$ cat src/rtl/exc_pkg.sv
`default_nettype none
// ============================================================================
// Package : exc_pkg
// Brief   : ExcCodes, CP0 register numbers, sequencer states, default vector.
// Rev     : 1.0
// ============================================================================
package exc_pkg;

    localparam logic [4:0] C_EXC_INT  = 5'h00;
    localparam logic [4:0] C_EXC_ADEL = 5'h04;
    localparam logic [4:0] C_EXC_ADES = 5'h05;
    localparam logic [4:0] C_EXC_SYS  = 5'h08;
    localparam logic [4:0] C_EXC_BP   = 5'h09;
    localparam logic [4:0] C_EXC_RI   = 5'h0a;
    localparam logic [4:0] C_EXC_OV   = 5'h0c;

    localparam logic [4:0] C_CP0_BADVADDR = 5'd8;
    localparam logic [4:0] C_CP0_STATUS   = 5'd12;
    localparam logic [4:0] C_CP0_CAUSE    = 5'd13;
    localparam logic [4:0] C_CP0_EPC      = 5'd14;

    localparam logic [31:0] C_EXC_VECTOR_DEFAULT = 32'hBFC0_0380;

    // Bit positions inside exc_flags = {eret, ades, adel_d, brk, sys, ov, ri}
    localparam int C_FLAG_RI   = 0;
    localparam int C_FLAG_OV   = 1;
    localparam int C_FLAG_SYS  = 2;
    localparam int C_FLAG_BRK  = 3;
    localparam int C_FLAG_ADEL = 4;
    localparam int C_FLAG_ADES = 5;
    localparam int C_FLAG_ERET = 6;

    typedef enum logic [2:0] {
        ST_IDLE    = 3'd0,
        ST_W_EPC   = 3'd1,
        ST_W_BADV  = 3'd2,
        ST_W_STAT  = 3'd3,
        ST_W_CAUSE = 3'd4,
        ST_REDIR   = 3'd5
    } exc_state_t;

    typedef struct packed {
        logic       take;
        logic       is_eret;
        logic [4:0] code;
        logic       use_badv;
        logic       badv_from_pc;
    } exc_prio_t;

endpackage
`default_nettype wire

$ cat src/rtl/exc_prio_enc.sv
`default_nettype none
// ============================================================================
// Module : exc_prio_enc
// Brief  : Combinational priority encoder: interrupt/flags -> take, ERET, code.
// Rev    : 1.0
// ============================================================================
module exc_prio_enc
    import exc_pkg::*;
(
    input  logic       int_pending,
    input  logic       adel_if,
    input  logic [6:0] flags,
    output exc_prio_t  prio
);

    always_comb begin
        prio      = '0;
        prio.take = 1'b1;
        if (int_pending) begin
            prio.code = C_EXC_INT;
        end else if (adel_if) begin
            prio.code         = C_EXC_ADEL;
            prio.use_badv     = 1'b1;
            prio.badv_from_pc = 1'b1;
        end else if (flags[C_FLAG_RI]) begin
            prio.code = C_EXC_RI;
        end else if (flags[C_FLAG_OV]) begin
            prio.code = C_EXC_OV;
        end else if (flags[C_FLAG_SYS]) begin
            prio.code = C_EXC_SYS;
        end else if (flags[C_FLAG_BRK]) begin
            prio.code = C_EXC_BP;
        end else if (flags[C_FLAG_ADEL]) begin
            prio.code     = C_EXC_ADEL;
            prio.use_badv = 1'b1;
        end else if (flags[C_FLAG_ADES]) begin
            prio.code     = C_EXC_ADES;
            prio.use_badv = 1'b1;
        end else if (flags[C_FLAG_ERET]) begin
            prio.is_eret = 1'b1;
        end else begin
            prio.take = 1'b0;
        end
    end

endmodule
`default_nettype wire

$ cat src/rtl/exception_ctrl.sv
`default_nettype none
// ============================================================================
// Module : exception_ctrl
// Brief  : Precise-exception / ERET sequencer: one CP0 write per cycle, then
//          flush + fetch redirect. EXC_STATS_EN adds the exc_count port.
// Rev    : 1.0
// ============================================================================
module exception_ctrl
    import exc_pkg::*;
#(
    parameter int               WIDTH      = 32,
    parameter logic [WIDTH-1:0] EXC_VECTOR = WIDTH'(C_EXC_VECTOR_DEFAULT)
) (
    input  logic             clk,
    input  logic             rst,
    input  logic             exc_valid,
    input  logic [WIDTH-1:0] exc_pc,
    input  logic [WIDTH-1:0] exc_badaddr,
    input  logic             exc_in_delay,
    input  logic [6:0]       exc_flags,
    input  logic             exc_adel_if,
    input  logic [WIDTH-1:0] status_data,
    input  logic [WIDTH-1:0] epc_data,
    input  logic [5:0]       hw_int,
    input  logic [1:0]       sw_int,
    output logic             cp0_we,
    output logic [4:0]       cp0_waddr,
    output logic [WIDTH-1:0] cp0_epc,
    output logic [WIDTH-1:0] cp0_badaddr,
    output logic [4:0]       cp0_exc_code,
    output logic             cp0_bd,
    output logic             cp0_exl,
    output logic             cp0_ie,
    output logic [7:0]       cp0_int_mask,
    output logic             stall,
    output logic             flush,
    output logic             redirect_valid,
    output logic [WIDTH-1:0] redirect_pc
`ifdef EXC_STATS_EN
    ,
    output logic [WIDTH-1:0] exc_count
`endif
);

    exc_state_t       r_state;
    exc_state_t       w_nxt_state;
    exc_prio_t        w_prio;
    logic             w_int_pending;
    logic             w_detect;
    logic             w_unused_status;

    logic [WIDTH-1:0] r_epc,      w_cur_epc;
    logic [WIDTH-1:0] r_badv,     w_cur_badv;
    logic [4:0]       r_code,     w_cur_code;
    logic [7:0]       r_im,       w_cur_im;
    logic             r_bd,       w_cur_bd;
    logic             r_use_badv, w_cur_use_badv;
    logic             r_is_eret,  w_cur_is_eret;
    logic             r_ie,       w_cur_ie;

    assign w_unused_status = ^{status_data[WIDTH-1:16], status_data[7:2]};

    assign w_int_pending = status_data[0] & ~status_data[1]
                         & (|({hw_int, sw_int} & status_data[15:8]));

    exc_prio_enc u_prio (
        .int_pending (w_int_pending),
        .adel_if     (exc_adel_if),
        .flags       (exc_flags),
        .prio        (w_prio)
    );

    assign w_detect = (r_state == ST_IDLE) && exc_valid && w_prio.take;

    // Context visible to the output decode: fresh inputs on the detect edge, latched otherwise
    always_comb begin
        w_cur_epc      = r_epc;
        w_cur_badv     = r_badv;
        w_cur_code     = r_code;
        w_cur_im       = r_im;
        w_cur_bd       = r_bd;
        w_cur_use_badv = r_use_badv;
        w_cur_is_eret  = r_is_eret;
        w_cur_ie       = r_ie;
        if (w_detect) begin
            w_cur_epc      = exc_in_delay ? (exc_pc - WIDTH'(4)) : exc_pc;
            w_cur_badv     = w_prio.badv_from_pc ? exc_pc : exc_badaddr;
            w_cur_code     = w_prio.code;
            w_cur_im       = status_data[15:8];
            w_cur_bd       = exc_in_delay;
            w_cur_use_badv = w_prio.use_badv;
            w_cur_is_eret  = w_prio.is_eret;
            w_cur_ie       = status_data[0];
        end
    end

    always_comb begin
        w_nxt_state = r_state;
        case (r_state)
            ST_IDLE: begin
                if (w_detect) begin
                    if (w_prio.is_eret)
                        w_nxt_state = ST_W_STAT;
                    else if (!status_data[1])
                        w_nxt_state = ST_W_EPC;
                    else if (w_prio.use_badv)
                        w_nxt_state = ST_W_BADV;
                    else
                        w_nxt_state = ST_W_STAT;
                end
            end
            ST_W_EPC:   w_nxt_state = r_use_badv ? ST_W_BADV : ST_W_STAT;
            ST_W_BADV:  w_nxt_state = ST_W_STAT;
            ST_W_STAT:  w_nxt_state = r_is_eret ? ST_REDIR : ST_W_CAUSE;
            ST_W_CAUSE: w_nxt_state = ST_REDIR;
            ST_REDIR:   w_nxt_state = ST_IDLE;
            default:    w_nxt_state = ST_IDLE;
        endcase
    end

    // Outputs are decoded from the next state so they are registered yet line up with it
    always_ff @(posedge clk or posedge rst) begin
        if (rst) begin
            r_state        <= ST_IDLE;
            r_epc          <= '0;
            r_badv         <= '0;
            r_code         <= '0;
            r_im           <= '0;
            r_bd           <= 1'b0;
            r_use_badv     <= 1'b0;
            r_is_eret      <= 1'b0;
            r_ie           <= 1'b0;
            cp0_we         <= 1'b0;
            cp0_waddr      <= '0;
            cp0_epc        <= '0;
            cp0_badaddr    <= '0;
            cp0_exc_code   <= '0;
            cp0_bd         <= 1'b0;
            cp0_exl        <= 1'b0;
            cp0_ie         <= 1'b0;
            cp0_int_mask   <= '0;
            stall          <= 1'b0;
            flush          <= 1'b0;
            redirect_valid <= 1'b0;
            redirect_pc    <= '0;
        end else begin
            r_state        <= w_nxt_state;
            r_epc          <= w_cur_epc;
            r_badv         <= w_cur_badv;
            r_code         <= w_cur_code;
            r_im           <= w_cur_im;
            r_bd           <= w_cur_bd;
            r_use_badv     <= w_cur_use_badv;
            r_is_eret      <= w_cur_is_eret;
            r_ie           <= w_cur_ie;

            cp0_we         <= 1'b0;
            cp0_waddr      <= '0;
            cp0_epc        <= '0;
            cp0_badaddr    <= '0;
            cp0_exc_code   <= '0;
            cp0_bd         <= 1'b0;
            cp0_exl        <= 1'b0;
            cp0_ie         <= 1'b0;
            cp0_int_mask   <= '0;
            flush          <= 1'b0;
            redirect_valid <= 1'b0;
            redirect_pc    <= '0;
            stall          <= (w_nxt_state != ST_IDLE);

            case (w_nxt_state)
                ST_W_EPC: begin
                    cp0_we    <= 1'b1;
                    cp0_waddr <= C_CP0_EPC;
                    cp0_epc   <= w_cur_epc;
                end
                ST_W_BADV: begin
                    cp0_we      <= 1'b1;
                    cp0_waddr   <= C_CP0_BADVADDR;
                    cp0_badaddr <= w_cur_badv;
                end
                ST_W_STAT: begin
                    cp0_we       <= 1'b1;
                    cp0_waddr    <= C_CP0_STATUS;
                    cp0_exl      <= ~w_cur_is_eret;
                    cp0_ie       <= w_cur_ie;
                    cp0_int_mask <= w_cur_im;
                end
                ST_W_CAUSE: begin
                    cp0_we       <= 1'b1;
                    cp0_waddr    <= C_CP0_CAUSE;
                    cp0_exc_code <= w_cur_code;
                    cp0_bd       <= w_cur_bd;
                end
                ST_REDIR: begin
                    flush          <= 1'b1;
                    redirect_valid <= 1'b1;
                    // ERET target is the EPC value seen while Status is being written
                    redirect_pc    <= r_is_eret ? epc_data : EXC_VECTOR;
                end
                default: ;
            endcase
        end
    end

`ifdef EXC_STATS_EN
    always_ff @(posedge clk or posedge rst) begin
        if (rst)
            exc_count <= '0;
        else if (w_detect && !w_prio.is_eret && (exc_count != {WIDTH{1'b1}}))
            exc_count <= exc_count + WIDTH'(1);
    end
`endif

endmodule
`default_nettype wire

$ cat config.mk
export PLATFORM = sky130hd
export DESIGN_NAME = exception_ctrl
export DESIGN_NICKNAME = d
export VERILOG_FILES = /design/src/rtl/exc_pkg.sv /design/src/rtl/exc_prio_enc.sv /design/src/rtl/exception_ctrl.sv
export SDC_FILE = /design/constraint.sdc
export NUM_CORES = 1
export LEC_CHECK = 0
export CORE_MARGIN = 2
export CORE_UTILIZATION = 57
export DETAILED_ROUTE_END_ITERATION = 8
export DONT_BUFFER_PORTS = 1
export PLACE_DENSITY = 0.71
export REMOVE_ABC_BUFFERS = 1
export SYNTH_ARGS = -nofsm -noshare
export SYNTH_HDL_FRONTEND = slang
export SYNTH_HIERARCHICAL = 1
export SYNTH_SLANG_ARGS = --single-unit
$ cat constraint.sdc
create_clock -name clk -period 12.35 [get_ports clk]
set_input_delay 1.235 -clock clk [delete_from_list [all_inputs] [get_ports clk]]
set_output_delay 1.235 -clock clk [all_outputs]
set_load 0.005 [all_outputs]
==> results.cfg, run 1 <==
[power_and_ir_drop]
p_per_area_nw_per_um2 = 226
switchingPower_mw = 0.586
internal_power_mw = 1.29
pwr-share-comb = 0.234
pwr-share-clk = 0.284
leakage_nw = 3.66
seqPwrFrac = 0.482
power_mw = 1.88
ir_drop_mv = 0.118
swShare = 0.312

[detailed_routing]
vias = 5039
dr.pass1.iters = 4
drt_wl_total_mm = 17.0
ant_nets = 0
wire_per_inst_um = 20.7
vias_per_cell = 6.15
drcViolationCount = 0
initialDrtViolationCount = 299

[floorplan]
die-area_um2 = 14300
initial_utilization = 0.579
std_cell_rows = 42
core_um2 = 13100
die_x_um = 119
ios = 269
die_y_um = 119

[sta]
fin_crit_sh = 0.338
fmax_ghz = 0.239
whs_ns = 0.494
fin_skew_ns = 0.00606
worst_slack_ns = 8.17
fin_setup_tns_ns = 0
max_slew_margin = 0.228
fin_crit_ns = 4.18
finalHoldViolations = 0
grt_setup_unrepaired = false
setup_viol = 0
drv_slew = 0
worst_pin_slew_ns = 1.16

[cells_and_area]
finalNetCount = 781
insertedDiodeCount = 0
fin_area_um2 = 8290
utilization = 0.631
drive_gt1_frac = 0.109
area_growth_pct = 9.05
layoutNonFillerInstCount = 820

[place]
place_ws_ns = 7.73
place_area_um2 = 7700
dp.cells = 789
dp_hpwl_mm = 11.4
numPortBuffers = 0
gp_congestion = 0.797

[synthesis]
async_flop_share = 1.00
ys_seq_elements = 183
ys_types = 58
syn-mean-instance-area_um2 = 11.6
synth_edf_count = 0
syn_area_um2 = 7600
yosys_warnings = 6
ys.flop_type = dfrtp_1
syn-instance-count = 654
ys_seq_area_frac = 0.602

[global_route]
use_met3 = 0.0920
track_usage = 0.246
antenna_found_initial = 1
grt_util_met2 = 0.405
use_met1 = 0.296
grt_pass1_wl_mm = 27.2
grt_max_degree = 101
grt-ovfl-total = 0
grt_pass1_vias = 5271
globalRoute.busiestLayer = met2

[cts]
cts_made_buffers = 17
clk_pin_slew_ns = 0.06
cts_tree = built
clk_latency_ns = 0.42
postCtsHoldBufs = 0
cts_setup_buffers = 0
clock_path_buffers = 2
cts_sinks = 183
cts-root-buf = clkbuf_16
cts.htree.levels = 4
post_cts_resized = 0

[critical_path]
rr_worst_depth = 4
end_kind = flip-flop
rrSetupSlack_ns = 9.96
required_ns = 12.66
r2r_start = r_state[1]$_DFF_PP0_
path_max_fanout = 26
start_kind = primary input
r2r-end = cp0_exc_code[4]$_DFF_PP0_
arrival_ns = 4.49
path_class = primary input to flip-flop

[min_path]
hold_class = flip-flop to flip-flop
holdPathStages = 1
hold_end = r_code[2]$_DFF_PP0_
hold_start = r_code[2]$_DFF_PP0_

[status]
status = finished clean

[job]
max_cap_violations = 0
==> layout by cell type, fill, tap and decap left out, drive strengths merged, types with 9 or more instances in the layout <==
cell,synthesis,layout
dfrtp,183,183
nor2,60,60
a211oi,45,45
mux2i,32,32
nand4,9,9
mux2,18,18
a21oi,49,49
nor3,20,20
and2,28,28
inv,13,13
nand2,11,11
and4,10,10
o21a,13,13
nor2b,13,13
clkbuf,38,24
a31oi,9,9
==> layout make-up <==
cell class,instances,area [um^2]
Tap cell,176,220
Inverter,13,56.3
Fill cell,1033,4850
Clock buffer,24,492
Timing Repair Buffer,7,52.6
Sequential cell,183,4580
Clock inverter,7,93.8
Multi-Input combinational cell,410,2800
==> per-layer routing <==
metal / routed length, um / share of wire
met1: 6550 / 0.39
met2: 8460 / 0.50
met3: 1570 / 0.092
met4: 391 / 0.023
met5: 0 / 0
==> how the worst max path moves through the flow <==
| stage | startpoint | depth (start not counted) | end | slack [ns] |
|---|---|---|---|---|
| CTS | hw_int[0] | 9 | cp0_exc_code[4]$_DFF_PP0_ | 8.18 |
| finish | hw_int[0] | 9 | cp0_exc_code[4]$_DFF_PP0_ | 8.17 |
| floorplan | hw_int[0] | 9 | cp0_epc[17]$_DFF_PP0_ | 4.82 |
| global route | hw_int[0] | 9 | cp0_exc_code[1]$_DFF_PP0_ | 7.93 |
| global placement | hw_int[0] | 9 | cp0_int_mask[3]$_DFF_PP0_ | 7.84 |
| detailed placement | hw_int[0] | 9 | cp0_int_mask[6]$_DFF_PP0_ | 7.73 |
==> synthesized netlist by cell type, types with 2 or more instances <==
cell / n / share of area
inv_1: 13 / 0.0064
nand2_1: 11 / 0.0054
a21oi_1: 48 / 0.032
xnor2_1: 8 / 0.0092
o21a_1: 13 / 0.013
nor3_1: 20 / 0.013
a311oi_1: 4 / 0.0046
and4_1: 10 / 0.012
a211oi_1: 45 / 0.044
mux2_2: 18 / 0.027
or4_1: 6 / 0.0059
a31oi_1: 9 / 0.0074
dfrtp_1: 183 / 0.60
nor2_1: 60 / 0.030
or3_1: 5 / 0.0041
or2_2: 2 / 0.0016
o211ai_1: 3 / 0.0030
clkbuf_1: 38 / 0.019
a22oi_1: 2 / 0.0020
nand3b_1: 4 / 0.0040
o21ai_0: 4 / 0.0026
xor2_1: 5 / 0.0058
nand3_1: 5 / 0.0033
mux2i_1: 32 / 0.042
and2_1: 27 / 0.022
a21o_1: 2 / 0.0020
conb_1: 2 / 0.00099
nor2b_1: 13 / 0.011
buf_4: 4 / 0.0040
nand4_1: 9 / 0.0074
nand4b_1: 4 / 0.0046
and3_1: 6 / 0.0049
nor4_1: 4 / 0.0033
buf_2: 6 / 0.0040
o31ai_1: 6 / 0.0059
==> cells by family (layout without fill, tap and decap cells) <==
| logic type | after synthesis | after routing | share of synthesized area |
|---|---|---|---|
| simple gates | 198 | 198 | 0.151 |
| flops | 183 | 183 | 0.602 |
| compound gates | 146 | 146 | 0.127 |
| buf+inv | 61 | 51 | 0.0331 |
| mux | 50 | 50 | 0.0688 |
| xor+xnor | 13 | 13 | 0.0150 |
| other cells | 2 | 2 | 0.000988 |
| fa+ha+maj | 1 | 1 | 0.00165 |
==> worst max-delay path, stage by stage <==
cell and delay, ns:
a22o_1 0.12, a221oi_1 0.05, a311oi_1 0.89, nor2_1 0.23
nand4b_1 0.23, and4bb_2 0.32, nand2_1 0.68, mux2_2 0.56
and2_1 0.16
==> state kept, by name, indices dropped and copies added (netlist names), 3 cells and up <==
signal and cells:
r_epc 13, cp0_int_mask 8, cp0_badaddr 32, r_badv 32
cp0_epc 32, r_state 3, cp0_exc_code 5, r_code 5
r_im 8, cp0_waddr 4, redirect_pc 32
==> power groups by stage <==
stage / combinational [mW] / sequential [mW] / clock, mW
after floorplan: 0.347 / 0.881 / 0
after global placement: 0.414 / 0.910 / 0
after detailed placement: 0.441 / 0.913 / 0
after CTS: 0.445 / 0.907 / 0.542
after global routing: 0.497 / 0.924 / 0.567
final: 0.439 / 0.904 / 0.534
Note: power is estimated with default switching activity, not from simulation.
==> run 2, diff against run 1 <==
==> constraint.sdc (replaced) <==
create_clock -name clk -period 4.4 [get_ports clk]
set_input_delay 0.44 -clock clk [delete_from_list [all_inputs] [get_ports clk]]
set_output_delay 0.44 -clock clk [all_outputs]
set_load 0.005 [all_outputs]
==> run 2 against run 1 <==
Sequential share of layout area down 0.41 points. Utilization increased by 0.47 points. Die area is the same. Combinational power rose to 2.8 times the previous value. Flip-flop and latch count stayed put. Critical endpoint is now cp0_epc[9]$_DFF_PP0_.
==> results.cfg, run 2 (synthesis results as in run 1) <==
[status]
status = finished clean

[place]
dp.cells = 790
place_area_um2 = 7710
numPortBuffers = 0
gp_congestion = 0.810
place_ws_ns = 0.940
dp_hpwl_mm = 11.5

[detailed_routing]
drcViolationCount = 0
drt_wl_total_mm = 17.1
vias = 5034
wire_per_inst_um = 20.8
vias_per_cell = 6.12
dr.pass1.iters = 4
initialDrtViolationCount = 276
ant_nets = 0

[cells_and_area]
fin_area_um2 = 8350
area_growth_pct = 9.86
layoutNonFillerInstCount = 822
insertedDiodeCount = 0
utilization = 0.636
mostFrequentLayoutCells = dfrtp_1, nor2_1, a21oi_1
drive_gt1_frac = 0.116
finalNetCount = 782
layout_commonest_cell = dfrtp_1

[sta]
fin_crit_sh = 0.709
grt_setup_unrepaired = false
worst_pin_slew_ns = 1.04
drv_slew = 0
max_slew_margin = 0.302
fin_setup_tns_ns = 0
setup_viol = 0
finalHoldViolations = 0
worst_slack_ns = 1.28
fin_skew_ns = 0.00599
fin_crit_ns = 3.12
whs_ns = 0.0467
fmax_ghz = 0.321

[cts]
clk_latency_ns = 0.43
cts.htree.levels = 4
cts_made_buffers = 17
cts_tree = built
cts_sinks = 183
cts_setup_buffers = 0
cts-root-buf = clkbuf_16
post_cts_resized = 0
postCtsHoldBufs = 0
clock_path_buffers = 2
clk_pin_slew_ns = 0.07

[min_path]
hold_class = primary input to asynchronous set/reset pin

[floorplan]
ios = 269
die_x_um = 119
initial_utilization = 0.579
die-area_um2 = 14300
die_y_um = 119
std_cell_rows = 42
core_um2 = 13100

[critical_path]
required_ns = 4.72
start_kind = primary input
arrival_ns = 3.43
end_kind = flip-flop
path_class = primary input to flip-flop
path_max_fanout = 31

[global_route]
grt-ovfl-total = 0
grt_pass1_vias = 5077
grt_pass1_wl_mm = 26.4
track_usage = 0.242
antenna_found_initial = 0
grt_max_degree = 151

[job]
max_cap_violations = 0

[power_and_ir_drop]
p_per_area_nw_per_um2 = 647
power_mw = 5.41
leakage_nw = 3.69
ir_drop_mv = 0.318
==> run 2: cell types whose count changed in the layout (fill, tap and decap cells not counted), sizes merged <==
cell,delta
buf,+1
bufinv,+2
clkbuf,-7
clkinv,-1
inv,+7
==> run 2: final timing paths <==
path                                            from                        end  slack, ns  cells past startpoint
worst max register to register  r_state[1]$_DFF_PP0_   cp0_badaddr[4]$_DFF_PP0_       2.33                      5
worst min-delay path                             rst   redirect_valid$_DFF_PP0_       0.05                      1
worst max-delay path                       hw_int[0]       cp0_epc[9]$_DFF_PP0_       1.28                     10
worst min register to register    r_epc[1]$_DFF_PP0_         r_epc[1]$_DFF_PP0_       0.50                      1
max in group asynchronous                        rst         r_epc[0]$_DFF_PP0_       3.21                      2
min in group clk                        epc_data[28]  redirect_pc[28]$_DFF_PP0_       0.13                      1
==> run 2: area by class of cell <==
| type | count | area, um^2 |
|---|---|---|
| tap | 176 | 220 |
| multi-input combinational | 410 | 2800 |
| timing repair buffer | 8 | 60.1 |
| sequential | 183 | 4580 |
| clock buffer | 17 | 425 |
| inverter | 13 | 56.3 |
| fill | 1013 | 4790 |
| clock inverter | 15 | 214 |
==> run 2: worst max-delay path: stages <==
cell      delay (ns)
a22o_1          0.12
a221oi_1        0.05
a311oi_1        0.87
nor2_1          0.22
and4_1          0.30
o211ai_1        0.21
nor4b_1         0.48
o21ai_2         0.16
buf_4           0.30
a211oi_1        0.28
==> run 2: layer usage <==
metal,GRT usage,part of all wire
met1,0.290,0.39
met4,0.0890,0.019
met2,0.409,0.50
met5,0,0
met3,0.0805,0.082
==> run 2: power breakdown <==
group / switching [mW] / internal [mW]
Clock: 0.667 / 0.967
Sequential: 0.276 / 2.26
Combinational: 0.768 / 0.471
Total: 1.71 / 3.70
==> run 3, diff against run 2 <==
==> constraint.sdc (replaced) <==
create_clock -name clk -period 3.1 [get_ports clk]
set_input_delay 0.31 -clock clk [delete_from_list [all_inputs] [get_ports clk]]
set_output_delay 0.31 -clock clk [all_outputs]
set_load 0.005 [all_outputs]
==> run 3 against run 2 <==
Critical path depth unchanged. Sequential share of layout area decreased by 1.9 points. Non-clock buffer count increased by 32. Hold slack got worse by 0.030 ns. Largest cell class unchanged. Largest power group unchanged.
==> results.cfg, run 3 (synthesis results as in run 1) <==
[sta]
fmax_ghz = 0.415
worst_pin_slew_ns = 0.872
max_slew_margin = 0.416
fin_skew_ns = 0.00722
fin_crit_sh = 0.778
worst_slack_ns = 0.688
whs_ns = 0.0172
fin_setup_tns_ns = 0
fin_crit_ns = 2.41
drv_slew = 0
finalHoldViolations = 0
setup_viol = 0
grt_setup_unrepaired = false

[place]
place_area_um2 = 7790
dp.cells = 794
place_ws_ns = 0.240
dp_hpwl_mm = 11.4
gp_congestion = 0.821
numPortBuffers = 0

[critical_path]
slowest_stage = mux2_2
required_ns = 3.42
start_kind = primary input
cp_cell_sequence = a22o_1, a221oi_1, a311oi_1, nor2_1, nand4b_1, and4bb_2, nand2_1, buf_4, mux2_2, and2_1
cp_slowest_stage_delay_ns = 0.39
end_kind = flip-flop
rr_worst_depth = 4
path_max_fanout = 20
path_class = primary input to flip-flop
arrival_ns = 2.73

[status]
status = finished clean

[global_route]
grt_max_degree = 123
track_usage = 0.251
antenna_found_initial = 0
grt_pass1_wl_mm = 27.4
grt_pass1_vias = 5307
grt-ovfl-total = 0

[power_and_ir_drop]
leakage_nw = 3.82
ir_drop_mv = 0.459
p_per_area_nw_per_um2 = 873

[cells_and_area]
mostFrequentLayoutCells = dfrtp_1, nor2_1, a21oi_1
layoutNonFillerInstCount = 853
finalNetCount = 814
fin_area_um2 = 8650
nFillCells = 976
layout_commonest_cell = dfrtp_1
regArea_um2 = 4580
multiInputGateArea_um2 = 2800
drive_gt1_frac = 0.114
area_growth_pct = 13.8
insertedDiodeCount = 0

[detailed_routing]
dr.pass1.iters = 4
initialDrtViolationCount = 331
drt_wl_total_mm = 17.6
wire_per_inst_um = 20.6
vias_per_cell = 6.03
drcViolationCount = 0
vias = 5147
ant_nets = 0

[cts]
cts_made_buffers = 17
clk_pin_slew_ns = 0.06
cts_tree = built
cts.htree.levels = 4
clock_path_buffers = 2
cts-root-buf = clkbuf_16
cts_sinks = 183
clk_latency_ns = 0.43

[floorplan]
die_x_um = 119
die_y_um = 119
core_um2 = 13100
die-area_um2 = 14300
ios = 269
std_cell_rows = 42
initial_utilization = 0.579

[job]
max_cap_violations = 0

[min_path]
holdPathStages = 1
hold_class = primary input to flip-flop
-- run 3: final timing paths --
path / from / slack, ns / end
setup / recovery: hw_int[0] / 0.69 / cp0_exc_code[1]$_DFF_PP0_
hold / removal: epc_data[19] / 0.02 / redirect_pc[19]$_DFF_PP0_
setup reg to reg: r_state[2]$_DFF_PP0_ / 1.14 / redirect_pc[4]$_DFF_PP0_
hold reg to reg: r_code[0]$_DFF_PP0_ / 0.49 / r_code[0]$_DFF_PP0_
max in group asynchronous: rst / 1.70 / cp0_badaddr[12]$_DFF_PP0_
min in group asynchronous: rst / 0.54 / redirect_pc[14]$_DFF_PP0_
-- run 3: repair_timing --
action | CTS | global route
buffers inserted | 0 | 0
resized for setup | 0 | 0
endpoints found under the hold margin | 145 | 2
hold buffers | 26 | 2
-- run 3: worst max-delay path: cells and delay by family --
kind                   cells  cell delay [ns]
multiplexers               1             0.39
AND/OR/NAND/NOR            5             1.07
AO/OA/AOI/OAI              3             0.67
buffers and inverters      1             0.30
-- run 3: per-layer routing --
layer  wire (um)  global-route usage  up-vias
met2        8930               0.429      217
met3        1550              0.0924       27
met4         321              0.0993        0
li1            -                   -     2368
met1        6780               0.288     2535
met5           0                   0        -
-- run 3: report_power, final --
part | total, mW | internal (mW) | switching [mW]
registers | 3.61 | 3.21 | 0.399
clock network | 2.12 | 1.23 | 0.895
logic | 1.82 | 0.723 | 1.10
total | 7.55 | 5.16 | 2.39
-- run 3: metrics by stage --
step	utilization	power [mW]
global route	0.659	8.01
CTS	0.657	7.60
floorplan	-	4.89
finish	0.659	7.55
global placement	0.593	5.31
detailed placement	0.593	5.43
-- run 3: cell type report --
type / count / area share
flip-flops and latches: 183 / 0.529
multi-input cells: 410 / 0.323
clock buffers: 20 / 0.0528
repair buffers: 40 / 0.0486
well taps: 176 / 0.0255
clock inverters: 11 / 0.0142
inverters: 13 / 0.00651
